File: config.mk
export PLATFORM = sky130hd
export DESIGN_NAME = mem_initiator
export DESIGN_NICKNAME = d
export VERILOG_FILES = /design/src/rtl/mem_initiator.sv
export SDC_FILE = /design/constraint.sdc
export NUM_CORES = 1
export LEC_CHECK = 0
export ABC_CLOCK_PERIOD_IN_PS = 7400
export CAP_MARGIN = 20
export CORE_MARGIN = 5
export CORE_UTILIZATION = 40
export CTS_CLUSTER_SIZE = 25
export DETAILED_ROUTE_END_ITERATION = 12
export PLACE_DENSITY = 0.74
export SETUP_SLACK_MARGIN = 0.5
export SYNTH_ARGS = -nofsm -noshare
export SYNTH_HDL_FRONTEND = slang
export SYNTH_SLANG_ARGS = --single-unit
export TNS_END_PERCENT = 30
File: constraint.sdc
create_clock -name clock -period 7.4 [get_ports clock]
set_input_delay 1.48 -clock clock [delete_from_list [all_inputs] [get_ports clock]]
set_output_delay 1.48 -clock clock [all_outputs]
set_load 0.005 [all_outputs]
File: src/rtl/mem_initiator.sv
// mem_initiator: valid/ready client front end that is the sole driver of the flip-flop `memory` block.
// Optional MEM_READBACK_CHECK_EN: each write is re-read and compared, mismatches reported on wr_err.
module mem_initiator #(
  parameter int LEN_W = 4
) (
  input  logic             clock,
  input  logic             reset,
  input  logic             req_valid,
  output logic             req_ready,
  input  logic             req_write,
  input  logic [31:0]      req_addr,
  input  logic [31:0]      req_wdata,
  input  logic [LEN_W-1:0] req_len,
  output logic             rsp_valid,
  input  logic             rsp_ready,
  output logic [31:0]      rsp_data,
  output logic             rsp_last,
  output logic             wr_ack,
  output logic             wr_err,
  output logic [31:0]      mem_address,
  output logic             mem_mode,
  output logic [31:0]      mem_wdata,
  input  logic [31:0]      mem_rdata
);

  // Handshakes: a transfer happens on a rising edge where valid && ready; the
  // producer holds valid and payload stable until that edge, ready may change freely.
  typedef enum logic [2:0] {
    S_IDLE,
    S_WRITE,
    S_READ,
    S_CAPTURE,
    S_RESP
`ifdef MEM_READBACK_CHECK_EN
    ,
    S_VRD,
    S_VCMP
`endif
  } state_t;

  state_t           state_q, state_d;
  logic [LEN_W-1:0] remaining_q, remaining_d;
  logic [31:0]      mem_address_d, mem_wdata_d, rsp_data_d;
  logic             mem_mode_d, rsp_valid_d, rsp_last_d, wr_ack_d;
`ifdef MEM_READBACK_CHECK_EN
  logic             wr_err_d;
`endif

  assign req_ready = (state_q == S_IDLE);

  always_comb begin
    state_d       = state_q;
    remaining_d   = remaining_q;
    mem_address_d = mem_address;
    mem_mode_d    = mem_mode;
    mem_wdata_d   = mem_wdata;
    rsp_data_d    = rsp_data;
    rsp_valid_d   = rsp_valid;
    rsp_last_d    = rsp_last;
    wr_ack_d      = 1'b0;
`ifdef MEM_READBACK_CHECK_EN
    wr_err_d      = 1'b0;
`endif
    case (state_q)
      S_IDLE: begin
        if (req_valid) begin
          mem_address_d = req_addr;
          if (req_write) begin
            mem_wdata_d = req_wdata;
            mem_mode_d  = 1'b1;
            state_d     = S_WRITE;
          end else begin
            mem_mode_d  = 1'b0;
            remaining_d = (req_len == '0) ? LEN_W'(1) : req_len;
            state_d     = S_READ;
          end
        end
      end
      S_WRITE: begin
        // Memory stores the word on this edge; write mode never outlives one cycle.
        mem_mode_d = 1'b0;
`ifdef MEM_READBACK_CHECK_EN
        state_d    = S_VRD;
`else
        wr_ack_d   = 1'b1;
        state_d    = S_IDLE;
`endif
      end
      S_READ: state_d = S_CAPTURE;
      S_CAPTURE: begin
        rsp_data_d  = mem_rdata;
        rsp_valid_d = 1'b1;
        rsp_last_d  = (remaining_q == LEN_W'(1));
        state_d     = S_RESP;
      end
      S_RESP: begin
        if (rsp_ready) begin
          rsp_valid_d = 1'b0;
          rsp_last_d  = 1'b0;
          if (rsp_last) begin
            state_d = S_IDLE;
          end else begin
            mem_address_d = mem_address + 32'd1;
            remaining_d   = remaining_q - LEN_W'(1);
            state_d       = S_READ;
          end
        end
      end
`ifdef MEM_READBACK_CHECK_EN
      S_VRD: state_d = S_VCMP;
      S_VCMP: begin
        // Out-of-range addresses read back as 0, so nonzero data flags an error.
        wr_ack_d = 1'b1;
        wr_err_d = (mem_rdata != mem_wdata);
        state_d  = S_IDLE;
      end
`endif
      default: state_d = S_IDLE;
    endcase
  end

  always_ff @(posedge clock or posedge reset) begin
    if (reset) begin
      state_q     <= S_IDLE;
      remaining_q <= '0;
      mem_address <= '0;
      mem_mode    <= 1'b0;
      mem_wdata   <= '0;
      rsp_data    <= '0;
      rsp_valid   <= 1'b0;
      rsp_last    <= 1'b0;
      wr_ack      <= 1'b0;
    end else begin
      state_q     <= state_d;
      remaining_q <= remaining_d;
      mem_address <= mem_address_d;
      mem_mode    <= mem_mode_d;
      mem_wdata   <= mem_wdata_d;
      rsp_data    <= rsp_data_d;
      rsp_valid   <= rsp_valid_d;
      rsp_last    <= rsp_last_d;
      wr_ack      <= wr_ack_d;
    end
  end

`ifdef MEM_READBACK_CHECK_EN
  always_ff @(posedge clock or posedge reset) begin
    if (reset) wr_err <= 1'b0;
    else       wr_err <= wr_err_d;
  end
`else
  assign wr_err = 1'b0;
`endif

endmodule

### Word level (Yosys, flattened, before mapping)

Index checks and enable logic that the tools add are counted.

* $add $sub $neg: 2
* equality and inequality tests: 9
* muxes and demuxes: 22
* reduce and logical (&&, ||, !) cells: 11

Operators with widths (count)
* $mux 32: 3
* $pmux 32 s2: 1
* $add 32x1->32 const B: 1
* $mux 4: 5
* $pmux 3 s4: 1
* $ne 2x2->1 const B: 4
* $pmux 4 s2: 1
* $eq 3x2->1 const B: 2
* $mux 3: 2
* $pmux 1 s2: 3
* $reduce_and 2->1: 3
* $reduce_bool 2->1: 3
* $reduce_and 5->1: 1
* $eq 4x1->1 const B: 1
* $logic_not 4->1: 1
* $mux 1: 4
* $mux 2: 2
* $reduce_and 4->1: 1
* $sub 4x1->4 const B: 1
* $eq 3x1->1 const B: 1
* $eq 3x3->1 const B: 1
* $logic_not 3->1: 1
* $reduce_and 3->1: 1

* output and inout bits: 102
* register bits after elaboration: 107
* logic and storage cells: 53
* input bits: 105

### Depth between registers and ports, before layout

Gate-level depths: netlist (run 1).

* depth after elaboration: 5
* gate-level depth with buffers: 8
* gate-level depth less buffers: 6

### Least setup slack after synthesis (run 1)

No wires, ideal clock.

* kind: in2reg
* from: input port rsp_ready
* to: register mem_wdata[10]
* buffers on the path: 1
* required time: 7.275 ns
* stages on the path: 6
* arrival: 2.668 ns
* path slack: 4.607 ns
* library setup time: 0.125 ns
* cell sequence: and3b_1 > o21ai_0 > nor2_1 > nand2_1 > buf_2 > mux2_2

RTL lines
* from (decl): RTL line 15 `input logic rsp_ready,`
* to (signal assigned): RTL line 138 `mem_wdata <= mem_wdata_d;`
* to (decl): RTL line 22 `output logic [31:0] mem_wdata,`

==> impl_metrics.py, run 1 <==
metrics = {
    "sta": {
        "setup_slack_ns": 4.051,
        "grt_setup_unrepaired": "false",
        "period_needed_ns": 3.349,
        "hold_violations": 0,
        "period_share_pct": 45.26,
        "skew_ns": 0.002890,
        "finalMaxSlewViolations": 0,
        "whs_ns": 0.4959,
        "fin_setup_tns_ns": 0,
        "maxSlewHeadroom_pct": 35.52,
        "worstMarginPinSlew_ns": 0.9649,
        "fmax_ghz": 0.2986,
        "setup_viol": 0,
    },
    "cells_and_area": {
        "finalNonFillerCells": 816,
        "antenna_cells": 0,
        "nets": 752,
        "drive_above_1_share_pct": 14.81,
        "multi_input_area_sq_um": 2127,
        "area_delta_synth_final_pct": 49.90,
        "seqCellArea_sq_um": 2678,
        "fillers": 994,
        "final_util_pct": 61.55,
    },
    "floorplanning": {
        "initial_utilization_pct": 41.06,
        "io_pins": 207,
        "dieHeight_um": 121.3,
        "die_area_sq_um": 14710,
        "row_count": 40,
        "placeableCoreArea_sq_um": 12060,
        "die_w_um": 121.3,
    },
    "power": {
        "leakage_uw": 0.002961,
        "max-vdd-ir-drop_uv": 201.2,
        "p_per_area_nw_per_um2": 399.3,
    },
    "setup_path": {
        "required_ns": 7.63,
        "timing.rr.start": "state_q[0]",
        "startpoint_type": "input port",
        "critPathMaxFanout": 33,
        "worstSetupPathType": "in2reg",
        "arrival_ns": 3.58,
        "critPathCaptureType": "register",
        "cp-startpoint": "rsp_ready",
    },
    "yosys": {
        "async_flop_share_pct": 100.0,
        "ys_warn_count": 0,
        "synth.cell_area_sq_um": 4952,
        "avgSynthCellArea_sq_um": 11.03,
        "syn_inst": 449,
        "synth_seq_area_share_pct": 54.07,
        "ys_ff_latch": 107,
        "synth_edf_count": 0,
        "synthDistinctLibCells": 51,
        "synth_flop_cell": "dfrtp_1",
        "syn-num-nets": 557,
    },
    "cts": {
        "cts_buffers": 9,
        "ctsHoldBuffers": 0,
        "cts_buffer_depth": 2,
        "clkLatencyLatePin_ns": 0.35,
        "clock_sinks": 107,
        "htree_levels": 3,
        "cts.reportedPaths.clkPinSlew_ns": 0.07,
        "cts_tree": "built",
        "cts_resized": 0,
        "cts_root_buf": "clkbuf_16",
        "post_cts_buffers": 0,
    },
    "grt": {
        "grt.busiest_layer": "met2",
        "grt_use_total_pct": 20.46,
        "grt-ovfl-total": 0,
        "grt_pass1_wl_um": 23760,
        "met2_usage_pct": 32.20,
        "use_met1_pct": 25.95,
        "antenna_found_initial": 0,
        "grt_max_degree": 66,
        "first_global_vias": 4472,
        "grtUsageMet3_pct": 5.455,
    },
    "route": {
        "vias": 4365,
        "drt_iter0_markers": 329,
        "routed_wl_um": 15030,
        "drtAntennaViolNets": 0,
        "via_per_inst": 5.349,
        "drt_drc_violations_left": 0,
        "wl_per_cell_um": 18.42,
        "first_pass_iters": 5,
    },
    "hold_path": {
        "hold_class": "reg2reg",
        "min_from": "rsp_valid",
    },
    "place": {
        "numPortBuffers": 205,
        "place.detailed.hpwl_um": 11110,
        "post-place-ws_ns": 3.673,
        "gp_congestion": 0.8224,
        "numPlacedInstances": 800,
    },
    "job": {
        "cap_violations": 0,
    },
    "outcome": {
        "status": "complete, no violations",
    },
}
==> cells by family after synthesis <==
logic type	count (synthesis)	synth area share (%)
other cells	1	0.07572
compound gates	113	14.30
buf+inv	37	3.082
mux	65	14.75
flops	107	54.07
simple gates	123	12.96
fa+ha+maj	3	0.7580
==> state kept, by name, indices dropped and copies added (netlist names) <==
name and cells:
mem_address 32, mem_wdata 32, rsp_data 32, remaining_q 4, state_q 3, mem_mode 1
rsp_last 1, rsp_valid 1, wr_ack 1
==> stage by stage <==
step / power [uW] / cell area (sq um)
2_1_floorplan: 1720 / 4952
3_3_place_gp: 2485 / 7148
3_5_place_dp: 2539 / 7148
4_1_cts: 2995 / 7418
5_1_grt: 3159 / 7423
6_report: 2964 / 7423
==> report_power, final <==
part,total [uW],internal [uW],leakage (uW),switching [uW]
Clock,446,235,0.000124,211
Sequential,1120,880,0.00125,242
Combinational,1400,852,0.00159,545
Total,2960,1970,0.00296,997
==> worst max-delay path: stages <==
cell             delay [ns]
clkdlybuf4s50_1        0.45
and3b_1                0.22
o21ai_2                0.11
buf_4                  0.32
nor2_1                 0.12
nand2_1                0.10
buf_4                  0.36
mux2_2                 0.39
==> area by class of cell <==
cell class              count  share of cell area (%)
well taps                 168                   2.832
multi-input cells         305                   28.65
repair buffers            212                   28.32
clock inverters             4                  0.3708
clock buffers              11                   3.270
inverters                   9                  0.4888
flip-flops and latches    107                   36.07
==> path summary, 6_finish.rpt <==
kind,to,slack (ns),depth (start not counted)
setup / recovery,mem_wdata[8],4.05,8
hold / removal,rsp_valid,0.50,2
setup reg to reg,mem_wdata[8],4.85,7
hold reg to reg,rsp_valid,0.50,2
max in group asynchronous,rsp_data[17],4.66,3
min in group asynchronous,rsp_data[1],1.59,2
==> cell usage after synthesis (2+ instances only) <==
library cell	count	share of area, %
ha_1	3	0.76
buf_2	8	0.81
or3_1	4	0.51
and2_1	4	0.51
mux2_2	64	15
a311oi_1	6	1.1
o22a_1	2	0.35
nand2_1	28	2.1
and3_1	7	0.88
dfrtp_1	107	54
o22ai_1	10	1.3
a22oi_1	3	0.45
o21ai_0	27	2.7
a21oi_1	39	3.9
nor2_1	20	1.5
nor3_1	13	1.3
clkbuf_1	18	1.4
nand3_1	21	2.1
a211oi_1	3	0.45
nor4_1	3	0.38
o21a_1	2	0.30
a2bb2oi_1	9	1.6
inv_1	9	0.68
nand4_1	11	1.4
nand2b_1	2	0.25
==> per-layer routing <==
metal | part of all wire, % | wire length (um)
met1 | 40 | 5983
met2 | 50 | 7445
met3 | 6.9 | 1037
met4 | 3.8 | 567
met5 | 0 | 0
==> cell usage in the layout, fill, tap and decap left out, drive strengths merged, types with 5 or more instances in the layout <==
master,n
clkdlybuf4s50,205
mux2,64
nand4,12
o21ai,27
nor3,13
nand3,21
clkbuf,11
o22ai,10
inv,9
a2bb2oi,10
a311oi,6
dfrtp,107
or3,5
a21oi,40
and3,7
buf,7
nand2,28
nor2,21
(Power assumes the default switching activity.)
==> run 2: changes to the inputs <==
--- a/config.mk
+++ b/config.mk
@@ -5,13 +5,13 @@
 export SDC_FILE = /design/constraint.sdc
 export NUM_CORES = 1
 export LEC_CHECK = 0
-export ABC_CLOCK_PERIOD_IN_PS = 7400
+export ABC_CLOCK_PERIOD_IN_PS = 2770
 export CAP_MARGIN = 20
 export CORE_MARGIN = 5
-export CORE_UTILIZATION = 40
+export CORE_UTILIZATION = 39
 export CTS_CLUSTER_SIZE = 25
 export DETAILED_ROUTE_END_ITERATION = 12
-export PLACE_DENSITY = 0.74
+export PLACE_DENSITY = 0.75
 export SETUP_SLACK_MARGIN = 0.5
 export SYNTH_ARGS = -nofsm -noshare
 export SYNTH_HDL_FRONTEND = slang
==> constraint.sdc (replaced) <==
create_clock -name clock -period 2.77 [get_ports clock]
set_input_delay 0.554 -clock clock [delete_from_list [all_inputs] [get_ports clock]]
set_output_delay 0.554 -clock clock [all_outputs]
set_load 0.005 [all_outputs]
==> run 2 against run 1 <==
  * Via count rose by 0.78%
  * Sequential power rose to 2.7 times the previous value
  * Clock skew increased by 0.0073 ns
  * Final cell count is 1.6% higher
  * Die area increased by 2.3%
  * Count of clock-buffer cells in the layout is 1 higher
  * Critical path type is now reg2out
==> impl_metrics.py, run 2 (same netlist as run 1, synthesis figures left out) <==
metrics = {
    "sta": {
        "fmax_ghz": 0.4550,
        "whs_ns": 0.4762,
        "hold_violations": 0,
        "period_needed_ns": 2.198,
        "grt_setup_unrepaired": "true",
        "fin_setup_tns_ns": 0,
        "finalMaxSlewViolations": 0,
        "maxSlewHeadroom_pct": 53.44,
        "setup_viol": 0,
        "skew_ns": 0.01021,
        "worstMarginPinSlew_ns": 0.6984,
        "period_share_pct": 79.34,
    },
    "setup_path": {
        "r2r_cells": 6,
        "rr_endpoint": "mem_address[26]",
        "worstSetupPathType": "reg2out",
        "cp-startpoint": "state_q[2]",
        "r2r_slack_ns": 0.64,
        "critPathMaxFanout": 13,
        "critPathCaptureType": "output port",
        "required_ns": 2.22,
        "arrival_ns": 1.64,
        "timing.rr.start": "mem_address[0]",
        "startpoint_type": "register",
    },
    "place": {
        "place_area_sq_um": 7219,
        "numPortBuffers": 205,
        "place.detailed.hpwl_um": 10850,
        "gp_congestion": 0.8925,
    },
    "cts": {
        "clock_sinks": 107,
        "clkLatencyLatePin_ns": 0.35,
        "htree_levels": 3,
        "cts_buffer_depth": 2,
        "cts_root_buf": "clkbuf_16",
        "cts_tree": "built",
        "post_cts_buffers": 0,
        "cts.reportedPaths.clkPinSlew_ns": 0.07,
        "cts_buffers": 9,
    },
    "route": {
        "routed_wl_um": 14690,
        "via_per_inst": 5.306,
        "drt_iter0_markers": 348,
        "vias": 4399,
        "first_pass_iters": 5,
        "drtAntennaViolNets": 0,
        "wl_per_cell_um": 17.72,
        "drt_drc_violations_left": 0,
    },
    "cells_and_area": {
        "drive_above_1_share_pct": 16.03,
        "multi_input_area_sq_um": 2132,
        "top_regs": "mem_address (32), mem_wdata (32), rsp_data (32)",
        "nets": 758,
        "seqCellArea_sq_um": 2678,
        "layout.cells.most_common": "clkdlybuf4s50_1",
        "mostFrequentLayoutCells": "clkdlybuf4s50_1, dfrtp_1, mux2_2",
        "final_cell_area_sq_um": 7595,
        "area_delta_synth_final_pct": 53.36,
        "fillers": 1076,
    },
    "hold_path": {
        "min_from": "rsp_valid",
        "worstHoldEndpoint": "rsp_valid",
        "hold_class": "reg2reg",
        "whs_path_depth": 2,
    },
    "outcome": {
        "status": "complete, no violations",
    },
    "floorplanning": {
        "die_area_sq_um": 15050,
        "io_pins": 207,
        "dieHeight_um": 122.7,
        "initial_utilization_pct": 39.56,
        "die_w_um": 122.7,
        "placeableCoreArea_sq_um": 12520,
        "row_count": 41,
    },
    "power": {
        "p_per_area_nw_per_um2": 1091,
        "leakage_uw": 0.003047,
        "max-vdd-ir-drop_uv": 563.1,
    },
    "job": {
        "cap_violations": 0,
    },
    "grt": {
        "antenna_found_initial": 0,
        "grt_use_total_pct": 19.46,
        "first_global_vias": 4528,
        "grt-ovfl-total": 0,
        "grt_pass1_wl_um": 23000,
        "grt_max_degree": 57,
    },
}
## run 2: layout make-up
cell class	instances	area share, %
clock inverters	4	1.252
inverters	9	0.4942
diodes	2	0.06590
well taps	172	2.834
clock buffers	12	3.509
multi-input cells	305	28.07
flip-flops and latches	107	35.26
repair buffers	218	28.52
## run 2: worst max-delay path, stage by stage, from the launching register on
cell and delay (ns):
dfrtp_1 0.52, nor3_2 0.21, clkdlybuf4s50_1 0.56
## run 2: power by group
group / internal [uW] / total (uW) / switching, uW
combinational: 2320 / 3770 / 1450
clock: 957 / 1520 / 565
sequential: 2350 / 3000 / 649
## run 2: worst max-delay path by stage
stage / to / depth (start not counted)
finish: req_ready / 2
CTS: req_ready / 2
global placement: mem_wdata[30] / 7
floorplan: mem_address[26] / 6
global route: req_ready / 2
detailed placement: mem_wdata[20] / 7
## run 2: routing by layer
| layer | global-route usage, % | up-vias | wire length [um] |
|---|---|---|---|
| li1 | - | 2065 | - |
| met1 | 23.48 | 2127 | 5712 |
| met2 | 31.53 | 185 | 7196 |
| met3 | 6.912 | 22 | 1430 |
| met4 | 8.188 | 0 | 351 |
| met5 | 0 | - | 0 |
## run 2: per-stage QoR
stage               util [%]  total power (uW)  std cells  worst slack, ns
finish                 60.68              8289        829           0.5723
floorplan                  -              4595        449           0.8324
CTS                    60.61              8375        827           0.5625
global placement       57.68              6660        811           0.3581
detailed placement     57.68              6807        811           0.2994
global route           60.64              8842        827           0.4635
## run 2: timing repair
item                       in CTS  in global routing
setup endpoints to repair       1                  4
resized for setup               1                  1
hold buffers                    0                  0
